$ cat src/rtl/aes444_decrypt.sv
// aes444_decrypt
//   Iterative Small Scale AES SR(ROUNDS,4,4,4) decryption core. The cipher
//   key K0 is expanded forward to K_ROUNDS, the ciphertext is whitened with
//   it, and the inverse rounds then run one per cycle while the key schedule
//   is unwound one step per cycle back towards K0.
//
//   Ports
//     clk       rising-edge clock
//     rst       synchronous active-high reset
//     start     request; sampled only while idle (latches key_in / text_in)
//     key_in    64-bit cipher key K0 (same value given to the encryptor)
//     text_in   64-bit ciphertext
//     text_out  64-bit plaintext, valid from the done cycle onwards
//     busy      high while an operation is in progress
//     done      one-cycle pulse when text_out is updated
//
//   Nibble i lives in bits [63-4i -: 4]; state[r][c] is nibble 4c+r.
module aes444_decrypt #(
    parameter int ROUNDS = 10
) (
    input  logic        clk,
    input  logic        rst,
    input  logic        start,
    input  logic [63:0] key_in,
    input  logic [63:0] text_in,
    output logic [63:0] text_out,
    output logic        busy,
    output logic        done
);

    typedef enum logic [1:0] {IDLE, KEXP, ADDK, ROUND} fsm_t;

    fsm_t        fsm, fsm_nxt;
    logic [63:0] st;
    logic [63:0] key;
    logic [3:0]  cnt;

    function automatic logic [3:0] sbox(input logic [3:0] n);
        case (n)
            4'h0: sbox = 4'h6; 4'h1: sbox = 4'hB; 4'h2: sbox = 4'h5; 4'h3: sbox = 4'h4;
            4'h4: sbox = 4'h2; 4'h5: sbox = 4'hE; 4'h6: sbox = 4'h7; 4'h7: sbox = 4'hA;
            4'h8: sbox = 4'h9; 4'h9: sbox = 4'hD; 4'hA: sbox = 4'hF; 4'hB: sbox = 4'hC;
            4'hC: sbox = 4'h3; 4'hD: sbox = 4'h1; 4'hE: sbox = 4'h0; default: sbox = 4'h8;
        endcase
    endfunction

    function automatic logic [3:0] inv_sbox(input logic [3:0] n);
        case (n)
            4'h0: inv_sbox = 4'hE; 4'h1: inv_sbox = 4'hD; 4'h2: inv_sbox = 4'h4; 4'h3: inv_sbox = 4'hC;
            4'h4: inv_sbox = 4'h3; 4'h5: inv_sbox = 4'h2; 4'h6: inv_sbox = 4'h0; 4'h7: inv_sbox = 4'h6;
            4'h8: inv_sbox = 4'hF; 4'h9: inv_sbox = 4'h8; 4'hA: inv_sbox = 4'h7; 4'hB: inv_sbox = 4'h1;
            4'hC: inv_sbox = 4'hB; 4'hD: inv_sbox = 4'h9; 4'hE: inv_sbox = 4'h5; default: inv_sbox = 4'hA;
        endcase
    endfunction

    function automatic logic [3:0] rcon(input logic [3:0] i);
        case (i)
            4'd1: rcon = 4'h1; 4'd2: rcon = 4'h2; 4'd3: rcon = 4'h4; 4'd4: rcon = 4'h8;
            4'd5: rcon = 4'h3; 4'd6: rcon = 4'h6; 4'd7: rcon = 4'hC; 4'd8: rcon = 4'hB;
            4'd9: rcon = 4'h5; 4'd10: rcon = 4'hA; default: rcon = 4'h0;
        endcase
    endfunction

    // GF(2^4) multiply, x^4 = x + 1
    function automatic logic [3:0] gmul(input logic [3:0] a, input logic [3:0] b);
        logic [3:0] acc;
        logic [3:0] x;
        acc = 4'h0;
        x   = a;
        for (int i = 0; i < 4; i++) begin
            if (b[i]) acc = acc ^ x;
            x = {x[2:0], 1'b0} ^ (x[3] ? 4'h3 : 4'h0);
        end
        gmul = acc;
    endfunction

    // Sub(Rot(w)) with Rcon folded into the top nibble
    function automatic logic [15:0] sub_rot(input logic [15:0] w, input logic [3:0] rc);
        sub_rot = {sbox(w[11:8]) ^ rc, sbox(w[7:4]), sbox(w[3:0]), sbox(w[15:12])};
    endfunction

    function automatic logic [63:0] key_fwd(input logic [63:0] k, input logic [3:0] rc);
        logic [15:0] w0, w1, w2, w3;
        w0 = k[63:48] ^ sub_rot(k[15:0], rc);
        w1 = k[47:32] ^ w0;
        w2 = k[31:16] ^ w1;
        w3 = k[15:0]  ^ w2;
        key_fwd = {w0, w1, w2, w3};
    endfunction

    // Undo one forward step: w3 must be recovered before w0 can be
    function automatic logic [63:0] key_inv(input logic [63:0] k, input logic [3:0] rc);
        logic [15:0] w0, w1, w2, w3;
        w3 = k[15:0]  ^ k[31:16];
        w2 = k[31:16] ^ k[47:32];
        w1 = k[47:32] ^ k[63:48];
        w0 = k[63:48] ^ sub_rot(w3, rc);
        key_inv = {w0, w1, w2, w3};
    endfunction

    // InvShiftRows + InvSubBytes + AddRoundKey, then InvMixColumns unless last
    function automatic logic [63:0] inv_round(input logic [63:0] s, input logic [63:0] rk,
                                              input logic last);
        logic [63:0] t;
        logic [63:0] m;
        t = '0;
        m = '0;
        for (int c = 0; c < 4; c++)
            for (int r = 0; r < 4; r++)
                t[63-4*(4*c+r) -: 4] = inv_sbox(s[63-4*(4*((c-r+4)%4)+r) -: 4]);
        t = t ^ rk;
        for (int c = 0; c < 4; c++)
            for (int r = 0; r < 4; r++)
                m[63-4*(4*c+r) -: 4] = gmul(4'hE, t[63-4*(4*c+r)         -: 4]) ^
                                       gmul(4'hB, t[63-4*(4*c+(r+1)%4)   -: 4]) ^
                                       gmul(4'hD, t[63-4*(4*c+(r+2)%4)   -: 4]) ^
                                       gmul(4'h9, t[63-4*(4*c+(r+3)%4)   -: 4]);
        inv_round = last ? t : m;
    endfunction

    // During KEXP cnt counts up and step cnt+1 is applied; during ROUND cnt
    // counts down and key holds K(cnt+1), so both steps use Rcon(cnt+1).
    logic [3:0]  rc_idx;
    logic [63:0] key_next;
    logic [63:0] key_prev;
    logic [63:0] round_out;
    logic        last_round;

    assign rc_idx     = cnt + 4'd1;
    assign key_next   = key_fwd(key, rcon(rc_idx));
    assign key_prev   = key_inv(key, rcon(rc_idx));
    assign last_round = (cnt == 4'd0);
    assign round_out  = inv_round(st, key_prev, last_round);
    assign busy       = (fsm != IDLE);

    always_ff @(posedge clk) begin
        if (rst) fsm <= IDLE;
        else     fsm <= fsm_nxt;
    end

    always_comb begin
        fsm_nxt = fsm;
        case (fsm)
            IDLE:    if (start) fsm_nxt = KEXP;
            KEXP:    if (cnt == 4'(ROUNDS - 1)) fsm_nxt = ADDK;
            ADDK:    fsm_nxt = ROUND;
            ROUND:   if (last_round) fsm_nxt = IDLE;
            default: fsm_nxt = IDLE;
        endcase
    end

    always_ff @(posedge clk) begin
        if (rst) begin
            st       <= '0;
            key      <= '0;
            cnt      <= '0;
            text_out <= '0;
            done     <= 1'b0;
        end else begin
            done <= 1'b0;
            case (fsm)
                IDLE: begin
                    if (start) begin
                        st  <= text_in;
                        key <= key_in;
                        cnt <= '0;
                    end
                end
                KEXP: begin
                    key <= key_next;
                    cnt <= cnt + 4'd1;
                end
                ADDK: begin
                    st  <= st ^ key;
                    cnt <= 4'(ROUNDS - 1);
                end
                ROUND: begin
                    st  <= round_out;
                    key <= key_prev;
                    if (last_round) begin
                        text_out <= round_out;
                        done     <= 1'b1;
                    end else begin
                        cnt <= cnt - 4'd1;
                    end
                end
                default: ;
            endcase
        end
    end

endmodule

$ cat config.mk
export PLATFORM = sky130hd
export DESIGN_NAME = aes444_decrypt
export DESIGN_NICKNAME = d
export VERILOG_FILES = /design/src/rtl/aes444_decrypt.sv
export SDC_FILE = /design/constraint.sdc
export NUM_CORES = 1
export LEC_CHECK = 0
export ABC_AREA = 1
export BUFFER_PORTS_ARGS = -buffer_cell sky130_fd_sc_hd__buf_2
export CAP_MARGIN = 10
export CORE_UTILIZATION = 60
export CTS_CLUSTER_DIAMETER = 100
export DETAILED_ROUTE_END_ITERATION = 10
export HOLD_SLACK_MARGIN = 0.03
export PLACE_DENSITY = 0.8
export SLEW_MARGIN = 25
export SYNTH_ARGS = -nofsm -noshare
export SYNTH_HDL_FRONTEND = slang
export SYNTH_SLANG_ARGS = --single-unit
$ cat constraint.sdc
create_clock -name clk -period 9.2 [get_ports clk]
set_input_delay 0.46 -clock clk [delete_from_list [all_inputs] [get_ports clk]]
set_output_delay 0.46 -clock clk [all_outputs]
set_load 0.005 [all_outputs]
==> results of run 1 <==
## synthesized netlist by cell type (all sizes together)
library cell,number
a211oi,25
a21boi,1
a21o,12
a21oi,167
a221oi,24
a22oi,2
a31o,1
a31oi,24
and2,2
buf,54
clkbuf,80
clkinv,5
dfxtp,279
ha,158
inv,408
nand2,1218
nand2b,1
nand3,263
nand3b,10
nand4,21
nor2,202
nor3,16
nor3b,2
nor4,1
o2111ai,9
o211ai,64
o21a,1
o21ai,230
o21bai,9
o221a,3
o221ai,5
o22ai,11
o311ai,1
o31ai,3
o32ai,1
or2,39
xnor2,123
xnor3,1
xor2,210
## worst min path at each step
stage,to,startpoint,cells past startpoint
finish,key[32],key_in[32],3
global route,key[32],key_in[32],3
CTS,key[32],key_in[32],3
detailed placement,text_out[43],text_out[43],2
global placement,text_out[27],text_out[27],2
floorplan,text_out[11],text_out[11],2
## through the flow
step                cell area [um^2]  std cells  utilization  setup WS (ns)
finish                         26600       4353        0.668           4.44
global route                   26600       4352        0.668           4.21
CTS                            26600       4352        0.668           4.52
detailed placement             25500       4293        0.641           4.61
global placement               25500       4293        0.641           4.74
floorplan                      24300       3686            -           5.88
## cells in the final DEF (no fill, tap or decap), drive strengths merged, types with 2 or more instances in the layout
| master | netlist | layout |
|---|---|---|
| or2 | 39 | 39 |
| a21o | 12 | 12 |
| buf | 54 | 216 |
| o22ai | 11 | 11 |
| o31ai | 3 | 3 |
| a31oi | 24 | 24 |
| a22oi | 2 | 2 |
| nand2 | 1218 | 1218 |
| nor3b | 2 | 2 |
| o21bai | 9 | 9 |
| inv | 408 | 408 |
| a211oi | 25 | 25 |
| a21oi | 167 | 167 |
| nand3 | 263 | 263 |
| o21ai | 230 | 230 |
| o221ai | 5 | 5 |
| clkbuf | 80 | 48 |
| o221a | 3 | 3 |
| nor2 | 202 | 202 |
| dfxtp | 279 | 279 |
| o2111ai | 9 | 9 |
| nor3 | 16 | 16 |
| ha | 158 | 158 |
| xnor2 | 123 | 123 |
| o211ai | 64 | 64 |
| a221oi | 24 | 24 |
| nand3b | 10 | 10 |
| clkinv | 5 | 15 |
| and2 | 2 | 2 |
| xor2 | 210 | 210 |
| nand4 | 21 | 21 |
## logic make-up (layout without fill, tap and decap cells)
| group | Yosys count | in the layout | share of synthesized area |
|---|---|---|---|
| xor+xnor | 334 | 334 | 0.149 |
| other cells | 0 | 1 | 0 |
| compound gates | 593 | 593 | 0.146 |
| fa+ha+maj | 158 | 158 | 0.0815 |
| flops | 279 | 279 | 0.230 |
| simple gates | 1775 | 1775 | 0.306 |
| buf+inv | 547 | 688 | 0.0873 |
## critical path, stage by stage (launching register included)
cell	delay [ns]
dfxtp_1	0.42
inv_1	0.21
ha_1	0.20
inv_1	0.07
nor3_2	0.12
buf_4	0.24
nand2_2	0.43
inv_2	0.71
buf_4	0.62
nand2_1	0.15
nand3_1	0.09
o21bai_1	0.19
inv_1	0.09
o22ai_2	0.17
nand2_1	0.21
inv_1	0.19
ha_1	0.25
o21ai_1	0.16
nand2_1	0.09
nand2_1	0.06
## layout make-up
| cell class | count | area [um^2] | area share |
|---|---|---|---|
| Timing Repair Buffer | 216 | 1130 | 0.0426 |
| Inverter | 413 | 1560 | 0.0585 |
| Tap cell | 525 | 657 | 0.0247 |
| Sequential cell | 279 | 5590 | 0.210 |
| Antenna cell | 1 | 2.50 | 0.0000940 |
| Clock inverter | 11 | 83.8 | 0.00315 |
| Clock buffer | 48 | 997 | 0.0375 |
| Multi-Input combinational cell | 2860 | 16600 | 0.624 |
## metal layers
layer / vias up / part of all wire / routed length [um] / global-route usage
met1: 11300 / 0.40 / 33500 / 0.521
met5: - / 0 / 0 / 0
met2: 1298 / 0.44 / 36400 / 0.625
met4: 0 / 0.055 / 4580 / 0.216
met3: 227 / 0.11 / 8930 / 0.0743
li1: 12000 / - / - / -
==> flow_summary_export.csv, run 1 <==
group,metric,value,unit
die,die_x,203,um
routing,drc,0,
die,core,39800,um^2
synthesis,synth_area_leaders,"dfxtp_1, nand2_1, ha_1",
synthesis,ys_seq_area_frac,0.230,
synthesis,syn_nets,3975,
routing,drt_iter0_drc,2909,
worst_setup_path,arrival,5.27,ns
sta,maxClockFrequency,0.210,GHz
synthesis,netlist_area,24300,um^2
clocking,htree_levels,2,
global_routing,grt_first_pass_wirelength,127000,um
synthesis,synthCells,3686,
clocking,clockRootBuffer,"clkbuf_16",
routing,wirelength,83400,um
global_routing,grt_pass1_vias,22500,
sta,worstMarginPinSlew,0.965,ns
clocking,clock-sinks,279,
sta,setup_viol,0,
outcome,status,"completed",
worst_setup_path,start_kind,"register",
clocking,cts_buffers,35,
global_routing,grt_max_degree,74,
layout,fillCellCount,3741,
synthesis,syn_avg_cell_area,6.58,um^2
die,dieArea,41200,um^2
clocking,post-cts-setup-buffers,0,
clocking,cts_tree,"built",
hold_path,hp-class,"in -> reg",
synthesis,synth_warnings,0,
worst_setup_path,r2r_slack,4.44,ns
layout,area_growth,9.73,%
worst_setup_path,worstPathMaxFanout,44,
routing,dr.pass1.iters,8,
routing,num_vias,24900,
routing,routedWlPerCell,19.2,um
synthesis,yosysUniqueCellTypes,60,
worst_setup_path,end_kind,"register",
clocking,cts_buffer_depth,3,
worst_setup_path,reg2reg_from,"cnt[0]",
place,io_buffers,196,
layout,final_nets,4094,
global_routing,grt_overflow_total,0,
synthesis,synth_top_area_share,0.230,
sta,hold_violations,0,
sta,final_max_slew_viol_count,0,
global_routing,antenna_found_initial,2,
layout,drive_above_1_share,0.137,
synthesis,synth_seq_cells,279,
die,rows,73,
clocking,clk_pin_slew,0.06,ns
sta,fin_crit_sh,0.518,
flow_run,maxCapViolations,0,
die,die_y,203,um
die,initial_utilization,0.609,
worst_setup_path,crit_start,"cnt[0]",
worst_setup_path,reg2reg_depth,19,
sta,rsz0062_at_grt,"no",
sta,finClkSkew,0.0276,ns
place,gp_congestion,1.00,
sta,fin_hold_ws,0.211,ns
worst_setup_path,cp.required,9.70,ns
sta,finalCriticalPeriod,4.76,ns
synthesis,synth.largest_area_cell,"dfxtp_1",
clocking,post_cts_resized,0,
clocking,clock_latency,0.57,ns
sta,relSlewSlack,0.357,
worst_setup_path,critPathKind,"reg -> reg",
global_routing,grtUsageTotal,0.400,
routing,via_per_inst,5.71,
clocking,cts_hold_buf,0,
place,dp.final_hpwl,61300,um
routing,postRouteAntennaNets,0,
die,ioPinCount,197,
sta,finalSetupTns,0,ns
Power of run 1 is not shown: default switching activity piles up to over one toggle a cycle in this logic, so the estimate is an artifact.
==> run 2: changes to the inputs <==
==> constraint.sdc (replaced) <==
create_clock -name clk -period 4.7 [get_ports clk]
set_input_delay 0.235 -clock clk [delete_from_list [all_inputs] [get_ports clk]]
set_output_delay 0.235 -clock clk [all_outputs]
set_load 0.005 [all_outputs]
==> flow_summary_export.csv, run 2 (synthesized netlist as in run 1, its figures left out) <==
group,metric,value,unit
outcome,status,"completed",
clocking,post-cts-setup-buffers,0,
global_routing,grtUsageTotal,0.406,
layout,area_growth,12.2,%
worst_setup_path,worstPathMaxFanout,7,
sta,relSlewSlack,0.358,
routing,via_per_inst,5.80,
worst_setup_path,start_kind,"register",
routing,postRouteAntennaNets,0,
die,dieArea,41200,um^2
layout,final_common_cell,"nand2_1",
worst_setup_path,critPathKind,"reg -> reg",
place,dp.final_hpwl,62900,um
layout,mostFrequentLayoutCells,"nand2_1, inv_1, dfxtp_1",
worst_setup_path,r2r_slack,0.55,ns
clocking,htree_levels,2,
sta,fin_hold_ws,0.0426,ns
clocking,cts_buffer_depth,3,
sta,finClkSkew,0.0246,ns
worst_setup_path,arrival,4.62,ns
global_routing,grt_overflow_total,0,
sta,finalSetupTns,0,ns
routing,drt_iter0_drc,3148,
sta,worstMarginPinSlew,0.962,ns
routing,dr.max_layer_used,"met4",
global_routing,antenna_found_initial,1,
routing,num_vias,25400,
worst_setup_path,reg2reg_depth,33,
global_routing,grt_first_pass_wirelength,129000,um
die,die_x,203,um
routing,routedWlPerCell,19.2,um
clocking,cts_buffers,35,
clocking,clockRootBuffer,"clkbuf_16",
sta,final_max_slew_viol_count,0,
die,die_y,203,um
worst_setup_path,cp.required,5.17,ns
place,gp_congestion,1.05,
die,core,39800,um^2
global_routing,grt_max_degree,72,
die,ioPinCount,197,
routing,dr.pass1.iters,6,
sta,setup_viol,0,
layout,final_nets,4127,
hold_path,hold_path_depth,3,
sta,finalCriticalPeriod,4.15,ns
place,io_buffers,196,
routing,met2_length,35900,um
die,initial_utilization,0.609,
sta,maxClockFrequency,0.241,GHz
clocking,clock_latency,0.57,ns
routing,drc,0,
clocking,cts_tree,"built",
sta,hold_violations,0,
layout,fin_cells,4389,
die,rows,73,
worst_setup_path,max_stage_delay,0.34,ns
sta,fin_crit_sh,0.882,
clocking,post_cts_resized,0,
worst_setup_path,end_kind,"register",
worst_setup_path,cpMostUsedCell,"nand2_1",
routing,wl_met3,10000,um
layout,drive_above_1_share,0.143,
routing,wl_met1,32900,um
clocking,clk_pin_slew,0.07,ns
routing,wirelength,84500,um
clocking,clock-sinks,279,
hold_path,hp-class,"in -> reg",
flow_run,maxCapViolations,0,
place,dp.cells,4313,
sta,rsz0062_at_grt,"no",
worst_setup_path,critical-path-slowest-cell,"dfxtp_1",
global_routing,grt_pass1_vias,22800,
layout,fillCellCount,3508,
[run 2: cell type report]
cell class | instances | area (um^2) | share of cell area
diodes | 1 | 2.50 | 0.0000920
repair buffers | 249 | 1480 | 0.0543
flip-flops and latches | 279 | 5590 | 0.205
clock buffers | 44 | 1000 | 0.0368
clock inverters | 18 | 330 | 0.0121
well taps | 525 | 657 | 0.0241
inverters | 413 | 1560 | 0.0572
multi-input cells | 2860 | 16600 | 0.610
[run 2: repair_timing]
action                                  CTS  global route
hold buffers                             13             0
endpoints found under the setup margin    0             0
hold endpoints to repair                 13             0
[run 2: layer usage]
layer,vias to the layer above,GRT usage
li1,12100,-
met1,11500,0.529
met2,1511,0.616
met3,303,0.0831
met4,0,0.246
met5,-,0
[run 2: worst max-delay path: cells and delay by family, from the launching register on]
family                   cells  cell delay, ns
buffers and inverters        6            0.60
adder cells (fa/ha/maj)      2            0.65
AND/OR/NAND/NOR             24            2.41
flip-flops                   1            0.34
AO/OA/AOI/OAI                1            0.04
[run 2: path summary, 6_finish.rpt]
| path | to | start |
|---|---|---|
| worst max-delay path | register | key[25] |
| worst min-delay path | key[57] | key_in[57] |
| worst max register to register | register | key[25] |
| worst min register to register | text_out[46] | text_out[46] |
[run 2: metrics by stage]
stage,utilization,setup slack (ns),area (um^2)
2_1_floorplan,-,1.38,24300
3_3_place_gp,0.646,0.814,25700
3_5_place_dp,0.646,0.750,25700
4_1_cts,0.683,0.717,27200
5_1_grt,0.683,0.0657,27200
6_report,0.683,0.553,27200
Power of run 2 is left out for the same reason.
